### src/rtl/move_queue_dispatcher.sv
// rtl/move_queue_dispatcher.sv - move loader, move FIFO and stepper dispatch FSM
// Optional MOVE_CANCEL_EN: adjacent inverse moves (e.g. R, Ri) are popped together and never issued.
module move_queue_dispatcher #(
  parameter int MOVES_PER_LOAD = 50,
  parameter int DEPTH          = 64,
  parameter int SETTLE_CYCLES  = 25000
) (
  input  logic                          clock,
  input  logic                          reset_n,
  input  logic                          load,
  input  logic [4*MOVES_PER_LOAD-1:0]   seq,
  input  logic                          go,
  input  logic                          move_done,
  output logic [3:0]                    next_move,
  output logic                          start_move,
  output logic                          busy,
  output logic                          overflow,
  output logic [$clog2(DEPTH+1)-1:0]    count,
  output logic                          seq_done
);
  localparam int PW  = $clog2(DEPTH);
  localparam int CW  = $clog2(DEPTH + 1);
  localparam int SCW = (MOVES_PER_LOAD > 1) ? $clog2(MOVES_PER_LOAD) : 1;
  localparam int SW  = (SETTLE_CYCLES > 1) ? $clog2(SETTLE_CYCLES) : 1;
  localparam logic [SW-1:0] SETTLE_LOAD = SW'((SETTLE_CYCLES > 0) ? SETTLE_CYCLES - 1 : 0);

  typedef enum logic [2:0] {IDLE, ISSUE, WAIT_DONE, SETTLE, FINISH} state_t;
  state_t state, state_nx;

  logic                        scanning;
  logic [4*MOVES_PER_LOAD-1:0] scan_word;
  logic [SCW-1:0]              scan_idx;
  logic [3:0]                  scan_nib;
  logic                        nib_valid, full, push, issue, cancel;
  logic [1:0]                  pop_n;
  logic [3:0]                  mem [DEPTH];
  logic [PW-1:0]               wr_ptr, rd_ptr;
  logic [3:0]                  head;
  logic [SW-1:0]               settle_cnt;

  // The loader shifts the latched word left, so the top nibble is always the one being scanned.
  assign scan_nib  = scan_word[4*MOVES_PER_LOAD-1 -: 4];
  assign nib_valid = scanning && (scan_nib >= 4'd2) && (scan_nib <= 4'd13);
  assign full      = (count == CW'(DEPTH));
  assign push      = nib_valid && (!full || (pop_n != 2'd0));
  assign head      = mem[rd_ptr];

  always_ff @(posedge clock or negedge reset_n) begin
    if (!reset_n) begin
      scanning  <= 1'b0;
      scan_word <= '0;
      scan_idx  <= '0;
    end else if (scanning) begin
      scan_word <= scan_word << 4;
      scan_idx  <= scan_idx + SCW'(1);
      if (scan_idx == SCW'(MOVES_PER_LOAD - 1))
        scanning <= 1'b0;
    end else if (load) begin
      scanning  <= 1'b1;
      scan_word <= seq;
      scan_idx  <= '0;
    end
  end

  always_ff @(posedge clock) begin
    if (push)
      mem[wr_ptr] <= scan_nib;
  end

  always_ff @(posedge clock or negedge reset_n) begin
    if (!reset_n) begin
      wr_ptr   <= '0;
      rd_ptr   <= '0;
      count    <= '0;
      overflow <= 1'b0;
    end else begin
      if (push)
        wr_ptr <= wr_ptr + PW'(1);
      rd_ptr <= rd_ptr + PW'(pop_n);
      count  <= count + CW'(push) - CW'(pop_n);
      if (nib_valid && !push)
        overflow <= 1'b1;
    end
  end

`ifdef MOVE_CANCEL_EN
  logic [3:0] head_next;
  assign head_next = mem[rd_ptr + PW'(1)];
  assign cancel = (count >= CW'(2)) && (head[3:1] == head_next[3:1]) && (head[0] != head_next[0]);
`else
  assign cancel = 1'b0;
`endif

  always_comb begin
    state_nx = state;
    pop_n    = 2'd0;
    issue    = 1'b0;
    case (state)
      IDLE:      if (go) state_nx = ISSUE;
      ISSUE: begin
        if (cancel) begin
          pop_n = 2'd2;
        end else if (count != '0) begin
          pop_n    = 2'd1;
          issue    = 1'b1;
          state_nx = WAIT_DONE;
        end else if (!scanning) begin
          state_nx = FINISH;
        end
      end
      WAIT_DONE: if (move_done) state_nx = (SETTLE_CYCLES == 0) ? ISSUE : SETTLE;
      SETTLE:    if (settle_cnt == '0) state_nx = ISSUE;
      FINISH:    state_nx = IDLE;
      default:   state_nx = IDLE;
    endcase
  end

  always_ff @(posedge clock or negedge reset_n) begin
    if (!reset_n) begin
      state      <= IDLE;
      settle_cnt <= '0;
      start_move <= 1'b0;
      next_move  <= 4'd0;
    end else begin
      state      <= state_nx;
      start_move <= issue;
      if (issue)
        next_move <= head;
      // Preloaded while waiting so SETTLE lasts exactly SETTLE_CYCLES clocks.
      if (state == WAIT_DONE)
        settle_cnt <= SETTLE_LOAD;
      else if (state == SETTLE && settle_cnt != '0)
        settle_cnt <= settle_cnt - SW'(1);
    end
  end

  assign busy     = scanning || (state != IDLE);
  assign seq_done = (state == FINISH);
endmodule

### config.mk
export PLATFORM = sky130hd
export DESIGN_NAME = move_queue_dispatcher
export DESIGN_NICKNAME = d
export VERILOG_FILES = /design/src/rtl/move_queue_dispatcher.sv
export SDC_FILE = /design/constraint.sdc
export NUM_CORES = 1
export LEC_CHECK = 0
export ABC_AREA = 1
export CAP_MARGIN = 0
export CORE_ASPECT_RATIO = 0.75
export CORE_UTILIZATION = 57
export DETAILED_ROUTE_END_ITERATION = 10
export PLACE_DENSITY_LB_ADDON = 0.3
export SLEW_MARGIN = 10
export SYNTH_ARGS = -nofsm -noshare
export SYNTH_HDL_FRONTEND = slang
export SYNTH_SLANG_ARGS = --single-unit
### constraint.sdc
create_clock -name clock -period 4.1 [get_ports clock]
set_clock_uncertainty 0.2 [all_clocks]
set_input_delay 0.41 -clock clock [delete_from_list [all_inputs] [get_ports clock]]
set_output_delay 0.41 -clock clock [all_outputs]
set_load 0.02 [all_outputs]
==> out/qor.json, run 1 <==
{
  "share_clk_of_total_power": {"value": 22.3, "unit": "%"},
  "die_area": {"value": 39400, "unit": "sq um"},
  "swShare": {"value": 38.5, "unit": "%"},
  "register_area": {"value": 14000, "unit": "sq um"},
  "whs": {"value": 0.181, "unit": "ns"},
  "worst-path-buf-inv": {"value": 2},
  "maxCapViolCount": {"value": 0},
  "postCtsHoldBufs": {"value": 1},
  "min_period": {"value": 3.33, "unit": "ns"},
  "timing.critical_path.arrival": {"value": 3.61, "unit": "ns"},
  "die_height": {"value": 172, "unit": "microns"},
  "critical_path.max_stage_delay": {"value": 0.45, "unit": "ns"},
  "layout.cells.most_common_list": {"value": "nand2_1, edfxtp_1, dfrtp_1"},
  "fraction_of_synthesized_cell_area_in_xor_and_xnor_cells": {"value": 0.677, "unit": "%"},
  "cp-start-kind": {"value": "flop"},
  "via_per_instance_ratio": {"value": 5.60},
  "worst-endpoint-required": {"value": 4.38, "unit": "ns"},
  "multi_input_comb_area": {"value": 6940, "unit": "sq um"},
  "placement_rows": {"value": 61},
  "area_growth_from_synthesis_to_layout": {"value": 18.0, "unit": "%"},
  "power.internal": {"value": 11.3, "unit": "mW"},
  "clk-insertion-delay-late": {"value": 0.57, "unit": "ns"},
  "final.setup.tns": {"value": 0, "unit": "ns"},
  "cts_resized": {"value": 0},
  "gp_congestion": {"value": 0.876},
  "worstSetupEndpointType": {"value": "flop"},
  "tritoncts.num_buffers": {"value": 47},
  "cts_clk_pin_slew_worst_paths": {"value": 0.06, "unit": "ns"},
  "dominant_combinational_cell_family_by_area_after_synthesis": {"value": "simple AND/OR/NAND/NOR gates"},
  "syn_inst": {"value": 2219},
  "synth.avg_cell_area": {"value": 9.92, "unit": "sq um"},
  "timing_hold_violations_final": {"value": 0},
  "synthSimpleGateAreaFrac": {"value": 21.9, "unit": "%"},
  "detailed_place_hpwl": {"value": 35100, "unit": "microns"},
  "ff_to_ff_setup_slack": {"value": 0.77, "unit": "ns"},
  "critical-path-slowest-cell": {"value": "fa_1"},
  "post-route-worst-setup-slack": {"value": 0.771, "unit": "ns"},
  "p_sw": {"value": 7.07, "unit": "mW"},
  "drtPass1Iterations": {"value": 5},
  "route.detailed.drc": {"value": 0},
  "grt_antenna_before_repair": {"value": 4},
  "synth-adder-area-share": {"value": 0.887, "unit": "%"},
  "fp.dieW": {"value": 229, "unit": "microns"},
  "clock.fmax": {"value": 300, "unit": "MHz"},
  "yosys_warnings": {"value": 0},
  "cp_max_fo": {"value": 10},
  "ys_seq_area_share": {"value": 63.4, "unit": "%"},
  "detail_route.wl_per_cell": {"value": 18.5, "unit": "microns"},
  "setup_viol": {"value": 0},
  "clock_tree.root_cell": {"value": "clkbuf_16"},
  "comb_power_share": {"value": 35.6, "unit": "%"},
  "route.antenna.remaining_nets": {"value": 0},
  "ys_dominant_reg_cell": {"value": "edfxtp_1"},
  "ys_types": {"value": 43},
  "portBuffers": {"value": 219},
  "grt_overflow": {"value": 0},
  "pin_count_of_the_biggest_net_entering_global_routing": {"value": 188},
  "seq_power_share": {"value": 42.1, "unit": "%"},
  "max-slew-margin-rel": {"value": 39.5, "unit": "%"},
  "syn-num-nets": {"value": 2439},
  "grt_first_pass_wirelength": {"value": 84300, "unit": "microns"},
  "ys_ff_latch": {"value": 506},
  "place_worst_setup_slack": {"value": 0.822, "unit": "ns"},
  "report.final.slew_viol_count": {"value": 0},
  "synth_compound_gate_area_share": {"value": 8.00, "unit": "%"},
  "cts_tree": {"value": "done"},
  "netlist_area": {"value": 22000, "unit": "sq um"},
  "groute.usage.overall": {"value": 27.3, "unit": "%"},
  "cts_post_setup_buffers_inserted": {"value": 0},
  "numClockSinks": {"value": 506},
  "static-leakage-power": {"value": 11.1, "unit": "nW"},
  "portion_of_the_clock_cycle_consumed_by_the_worst_path_in_the_final_layout": {"value": 81.2, "unit": "%"},
  "outcome": {"value": "finished, final reports clean"},
  "worst_slew_pin_slew": {"value": 0.908, "unit": "ns"},
  "crit_chain": {"value": "inv_1 -> ha_1 -> nand2_1 -> o21ai_2 -> nand2_2 -> nand2_8 -> inv_6 -> nand2_1 -> nand2_1 -> ha_1 -> fa_1 -> a21oi_1 -> o21bai_1 -> a21oi_1 -> nor2_1 -> nor2_1 -> xor2_1"},
  "cts_max_path_buffers": {"value": 3},
  "initial_core_util": {"value": 58.6, "unit": "%"},
  "nets": {"value": 2612},
  "fillCellCount": {"value": 2759},
  "clock_tree.htree_level_count": {"value": 2},
  "post_route_cells_drive_above_1_share": {"value": 4.98, "unit": "%"},
  "worst_path_dominant_cell_family": {"value": "adder cells"},
  "grt_setup_unrepaired": {"value": "no"},
  "detail_route.wirelength": {"value": 54400, "unit": "microns"},
  "synth-edff-count": {"value": 256},
  "drt-initial-drc-count": {"value": 1824},
  "most_frequent_standard_cell_in_the_layout_excluding_fill_and_tap_cells": {"value": "nand2_1"},
  "coreArea": {"value": 37600, "unit": "sq um"},
  "via_count": {"value": 16460},
  "io-pin-count": {"value": 220},
  "cellPowerDensity": {"value": 708, "unit": "nW/um^2"},
  "fin_area": {"value": 26000, "unit": "sq um"},
  "multiplexer_share_of_the_synthesized_area": {"value": 0, "unit": "%"},
  "min-delay-path-class": {"value": "input pin to flop"},
  "vdd.ir_drop.worst": {"value": 468, "unit": "uV"},
  "finish.utilization": {"value": 69.1, "unit": "%"},
  "asyncSetResetFlopFracSynth": {"value": 49.4, "unit": "%"},
  "place_area": {"value": 24500, "unit": "sq um"},
  "via_count_of_the_first_global_routing_pass": {"value": 15611},
  "setup.worst_path.class": {"value": "flop to flop"},
  "cp_common_cell": {"value": "nand2_1"}
}
registers in the layout, summed over array words and instances, names as in the netlist, 3 cells and up:
name,flops
settle_cnt,15
count,7
wr_ptr,6
next_move,4
state,3
scan_idx,6
rd_ptr,6
mem,256
scan_word,200
routing by layer:
layer | GRT usage [%] | routed length [microns]
met5 | 0 | 26
met4 | 7.68 | 1170
met3 | 6.53 | 5130
met2 | 41.0 | 24600
met1 | 40.0 | 23500
area by class of cell:
type / instances / share of cell area (%)
antenna: 4 / 0.0385
clock buffer: 76 / 5.31
clock inverter: 10 / 0.169
inverter: 152 / 2.28
multi-input combinational: 1444 / 26.7
sequential: 506 / 53.8
tap: 504 / 2.43
timing repair buffer: 241 / 9.30
synthesized netlist by cell type, types with 2 or more instances:
library cell | n | area, sq um
o31ai_1 | 2 | 15.0
o221ai_1 | 3 | 26.3
inv_6 | 2 | 17.5
o211ai_1 | 35 | 263
nor2_1 | 131 | 492
nand2_1 | 810 | 3040
inv_1 | 137 | 514
buf_1 | 2 | 7.51
nand4_1 | 4 | 25.0
inv_2 | 5 | 18.8
buf_2 | 50 | 250
buf_4 | 8 | 60.1
and3_1 | 2 | 12.5
clkbuf_1 | 56 | 210
ha_1 | 14 | 175
nand3_1 | 183 | 916
nor3_4 | 3 | 48.8
nor2_2 | 3 | 18.8
clkinv_1 | 5 | 18.8
nand4_4 | 7 | 149
o21ai_1 | 7 | 35.0
inv_4 | 3 | 18.8
a22o_1 | 3 | 26.3
a21oi_1 | 30 | 150
dfrtp_1 | 250 | 6260
o21ai_0 | 22 | 110
nor3_1 | 11 | 55.1
edfxtp_1 | 256 | 7690
o22ai_1 | 3 | 18.8
o21ai_2 | 2 | 17.5
xor2_1 | 17 | 149
a22oi_1 | 142 | 1070
cells by family after synthesis:
logic type,Yosys count
xor+xnor,17
fa+ha+maj,15
buf+inv,269
flops,506
compound gates,252
simple gates,1160
through the flow:
stage               cells  total power [mW]
global placement     2846              14.0
detailed placement   2846              14.2
floorplan            2219              12.1
CTS                  2933              18.3
global route         2933              19.4
finish               2937              18.4
power groups by stage:
stage	Clock (mW)	Combinational, mW	Sequential (mW)
2_1_floorplan	0	4.48	7.65
3_3_place_gp	0	6.24	7.74
3_5_place_dp	0	6.44	7.79
4_1_cts	4.14	6.50	7.71
5_1_grt	4.34	7.24	7.86
6_report	4.10	6.55	7.73
worst reg2reg max path: stages, from the launching register on:
cell and delay, ns:
dfrtp_1 0.40, inv_1 0.09, ha_1 0.17, nand2_1 0.09
o21ai_2 0.36, nand2_2 0.16, nand2_8 0.14, inv_6 0.09
nand2_1 0.07, nand2_1 0.05, ha_1 0.21, fa_1 0.45
a21oi_1 0.17, o21bai_1 0.11, a21oi_1 0.17, nor2_1 0.06
nor2_1 0.11, xor2_1 0.14
worst paths after layout:
check / depth (start not counted) / end / from
max: 17 / count[6] / count[4]
min: 3 / scan_word[125] / seq[125]
max reg2reg: 17 / count[6] / count[4]
min reg2reg: 2 / next_move[3] / next_move[3]
max in group asynchronous: 3 / scan_word[93] / reset_n
min in group asynchronous: 2 / scan_word[69] / reset_n
Power figures use the tool's default switching activity.
==> inputs of run 2 (changes only) <==
--- a/config.mk
+++ b/config.mk
@@ -8,7 +8,7 @@
 export ABC_AREA = 1
 export CAP_MARGIN = 0
 export CORE_ASPECT_RATIO = 0.75
-export CORE_UTILIZATION = 57
+export CORE_UTILIZATION = 52
 export DETAILED_ROUTE_END_ITERATION = 10
 export PLACE_DENSITY_LB_ADDON = 0.3
 export SLEW_MARGIN = 10
==> constraint.sdc (replaced) <==
create_clock -name clock -period 2.9 [get_ports clock]
set_clock_uncertainty 0.2 [all_clocks]
set_input_delay 0.29 -clock clock [delete_from_list [all_inputs] [get_ports clock]]
set_output_delay 0.29 -clock clock [all_outputs]
set_load 0.02 [all_outputs]
==> out/qor.json, run 2 (synthesis gave the netlist of run 1 again) <==
{
  "seq_power_share": {"value": 39.0, "unit": "%", "change": "was 42.1%"},
  "drtPass1Iterations": {"value": 5, "change": "unchanged"},
  "clock.fmax": {"value": 353, "unit": "MHz", "change": "was 300 MHz"},
  "layout.cells.most_common_list": {"value": "nand2_1, edfxtp_1, dfrtp_1", "change": "unchanged"},
  "route.antenna.remaining_nets": {"value": 0, "change": "unchanged"},
  "largest_register_ff_count": {"value": 256, "change": "unchanged"},
  "initial_core_util": {"value": 53.4, "unit": "%", "change": "was 58.6%"},
  "placement_rows": {"value": 64, "change": "was 61"},
  "share_clk_of_total_power": {"value": 24.4, "unit": "%", "change": "was 22.3%"},
  "setup_viol": {"value": 0, "change": "unchanged"},
  "final.setup.tns": {"value": 0, "unit": "ns", "change": "unchanged"},
  "timing.critical_path.arrival": {"value": 3.12, "unit": "ns", "change": "was 3.61 ns"},
  "nets": {"value": 2644, "change": "was 2612"},
  "worstSetupEndpointType": {"value": "flop", "change": "unchanged"},
  "die_area": {"value": 43100, "unit": "sq um", "change": "was 39400 sq um"},
  "static-leakage-power": {"value": 11.5, "unit": "nW", "change": "was 11.1 nW"},
  "drt-initial-drc-count": {"value": 1693, "change": "was 1824"},
  "detail_route.wl_per_cell": {"value": 18.3, "unit": "microns", "change": "was 18.5 microns"},
  "timing_hold_violations_final": {"value": 0, "change": "unchanged"},
  "io-pin-count": {"value": 220, "change": "unchanged"},
  "power.internal": {"value": 17.4, "unit": "mW", "change": "was 11.3 mW"},
  "vdd.ir_drop.worst": {"value": 662, "unit": "uV", "change": "was 468 uV"},
  "setup.worst_path.class": {"value": "flop to flop", "change": "unchanged"},
  "max_flop_register": {"value": "mem", "change": "unchanged"},
  "fillCellCount": {"value": 3191, "change": "was 2759"},
  "timing.critical_path.to": {"value": "count[6]", "change": "unchanged"},
  "p_sw": {"value": 10.3, "unit": "mW", "change": "was 7.07 mW"},
  "worst_slew_pin_slew": {"value": 0.805, "unit": "ns", "change": "was 0.908 ns"},
  "coreArea": {"value": 41200, "unit": "sq um", "change": "was 37600 sq um"},
  "maxCapViolCount": {"value": 0, "change": "unchanged"},
  "portion_of_the_clock_cycle_consumed_by_the_worst_path_in_the_final_layout": {"value": 97.6, "unit": "%", "change": "was 81.2%"},
  "clock_tree.root_cell": {"value": "clkbuf_16", "change": "unchanged"},
  "grt_overflow": {"value": 0, "change": "unchanged"},
  "fin_area": {"value": 26800, "unit": "sq um", "change": "was 26000 sq um"},
  "register_area": {"value": 14000, "unit": "sq um", "change": "about the same"},
  "worst_r2r_end": {"value": "count[6]", "change": "unchanged"},
  "post_route_cells_drive_above_1_share": {"value": 7.71, "unit": "%", "change": "was 4.98%"},
  "report.final.slew_viol_count": {"value": 0, "change": "unchanged"},
  "cp_max_fo": {"value": 3, "change": "was 10"},
  "clock_tree.htree_level_count": {"value": 2, "change": "unchanged"},
  "swShare": {"value": 37.3, "unit": "%", "change": "was 38.5%"},
  "cts_max_path_buffers": {"value": 3, "change": "unchanged"},
  "place_area": {"value": 24900, "unit": "sq um", "change": "was 24500 sq um"},
  "timing.reg2reg.worst_path_depth": {"value": 16, "change": "was 17"},
  "worst-endpoint-required": {"value": 3.19, "unit": "ns", "change": "was 4.38 ns"},
  "gp_congestion": {"value": 0.872, "change": "was 0.876"},
  "cellPowerDensity": {"value": 1030, "unit": "nW/um^2", "change": "was 708 nW/um^2"},
  "comb_power_share": {"value": 36.6, "unit": "%", "change": "was 35.6%"},
  "worstReg2RegStart": {"value": "count[0]", "change": "was count[4]"},
  "area_growth_from_synthesis_to_layout": {"value": 21.8, "unit": "%", "change": "was 18.0%"},
  "max-slew-margin-rel": {"value": 46.3, "unit": "%", "change": "was 39.5%"},
  "multi_input_comb_area": {"value": 7040, "unit": "sq um", "change": "was 6940 sq um"},
  "ff_to_ff_setup_slack": {"value": 0.07, "unit": "ns", "change": "was 0.77 ns"},
  "clk-insertion-delay-late": {"value": 0.57, "unit": "ns", "change": "about the same"},
  "grt_setup_unrepaired": {"value": "yes", "change": "was no"},
  "via_per_instance_ratio": {"value": 5.54, "change": "was 5.60"},
  "tritoncts.num_buffers": {"value": 49, "change": "was 47"},
  "groute.usage.overall": {"value": 25.6, "unit": "%", "change": "was 27.3%"},
  "die_height": {"value": 180, "unit": "microns", "change": "was 172 microns"},
  "most_frequent_standard_cell_in_the_layout_excluding_fill_and_tap_cells": {"value": "nand2_1", "change": "unchanged"},
  "grt_antenna_before_repair": {"value": 2, "change": "was 4"},
  "fp.dieW": {"value": 240, "unit": "microns", "change": "was 229 microns"},
  "via_count": {"value": 16740, "change": "was 16460"},
  "portBuffers": {"value": 219, "change": "unchanged"},
  "grt_first_pass_wirelength": {"value": 86400, "unit": "microns", "change": "was 84300 microns"},
  "pin_count_of_the_biggest_net_entering_global_routing": {"value": 163, "change": "was 188"},
  "min_period": {"value": 2.83, "unit": "ns", "change": "was 3.33 ns"},
  "cts_clk_pin_slew_worst_paths": {"value": 0.07, "unit": "ns", "change": "was 0.06 ns"},
  "route.detailed.drc": {"value": 0, "change": "unchanged"},
  "inserted_diodes": {"value": 0, "change": "was 4"},
  "cts_tree": {"value": "done", "change": "unchanged"},
  "detailed_place_hpwl": {"value": 36000, "unit": "microns", "change": "was 35100 microns"},
  "cp-start-kind": {"value": "flop", "change": "unchanged"},
  "layout_top_registers": {"value": "mem x256, scan_word x200, settle_cnt x15", "change": "unchanged"},
  "crit_startpoint": {"value": "count[0]", "change": "was count[4]"},
  "via_count_of_the_first_global_routing_pass": {"value": 16142, "change": "was 15611"},
  "detail_route.wirelength": {"value": 55400, "unit": "microns", "change": "was 54400 microns"},
  "outcome": {"value": "finished, final reports clean", "change": "unchanged"},
  "whs": {"value": 0.0569, "unit": "ns", "change": "was 0.181 ns"},
  "min-delay-path-class": {"value": "input pin to flop", "change": "unchanged"},
  "numClockSinks": {"value": 506, "change": "unchanged"}
}
## run 2: cell type report
class	count	area share (%)
clock buffer	73	5.57
clock inverter	17	0.887
inverter	152	2.21
multi-input combinational	1444	26.3
sequential	506	52.1
tap	561	2.62
timing repair buffer	271	10.3
## run 2: worst min path at each step
| stage | start | depth (start not counted) | slack, ns | to |
|---|---|---|---|---|
| after floorplan | reset_n | 0 | -0.21 | count[0] |
| after CTS | seq[153] | 3 | 0.03 | scan_word[153] |
| after global placement | reset_n | 1 | 0.10 | scan_word[76] |
| after global routing | seq[45] | 3 | 0.05 | scan_word[45] |
| final | seq[153] | 3 | 0.06 | scan_word[153] |
| after detailed placement | reset_n | 1 | 0.1 | scan_word[72] |
## run 2: through the flow
step | setup slack [ns] | total power [mW] | utilization [%] | std cells
after floorplan | 0.00437 | 17.2 | - | 2219
after global placement | 0.0811 | 20.1 | 60.3 | 2923
after detailed placement | -0.0633 | 20.5 | 60.3 | 2923
after CTS | 0.00429 | 27.4 | 64.6 | 3015
after global routing | -0.0946 | 29.3 | 65.0 | 3024
final | 0.0694 | 27.7 | 65.0 | 3024
## run 2: worst max-delay path, stage by stage (launching register included)
cell and delay [ns]:
dfrtp_1 0.43, nor2_1 0.21, nand2_4 0.12, o21ai_4 0.20
nand2_4 0.09, nand2_8 0.07, inv_6 0.03, nand2_2 0.05
nand2_2 0.06, ha_4 0.17, fa_2 0.36, a21oi_2 0.16
o21bai_2 0.10, a21oi_2 0.13, nor2_1 0.06, nor2_1 0.13
xor2_1 0.17
## run 2: layer usage
layer | up-vias | part of all wire, % | global-route usage (%)
li1 | 7837 | - | -
met1 | 8127 | 42 | 36.4
met2 | 672 | 46 | 39.3
met3 | 100 | 8.7 | 5.85
met4 | 4 | 2.9 | 7.74
met5 | - | 0.047 | 0
## run 2: power groups by stage
stage	Clock (mW)	Sequential (mW)	Combinational, mW
global route	7.15	11.0	11.2
global placement	0	10.8	9.34
detailed placement	0	10.9	9.62
CTS	6.88	10.8	9.74
floorplan	0	10.8	6.36
finish	6.77	10.8	10.1
## run 2: what timing repair did
action,in CTS,in global routing
hold buffers,1,0
buffers inserted,1,9
pin swaps,4,11
setup endpoints to repair,1,1
gates resized for setup,6,18
endpoints found under the hold margin,129,0
cloned,0,0
==> inputs of run 3 (changes only) <==
--- a/config.mk
+++ b/config.mk
@@ -10,6 +10,7 @@
 export CORE_ASPECT_RATIO = 0.75
 export CORE_UTILIZATION = 52
 export DETAILED_ROUTE_END_ITERATION = 10
+export GPL_TIMING_DRIVEN = 1
 export PLACE_DENSITY_LB_ADDON = 0.3
 export SLEW_MARGIN = 10
 export SYNTH_ARGS = -nofsm -noshare
==> results of run 3 <==
Same layout as run 2: the final DEF is identical, and so are final timing and power.
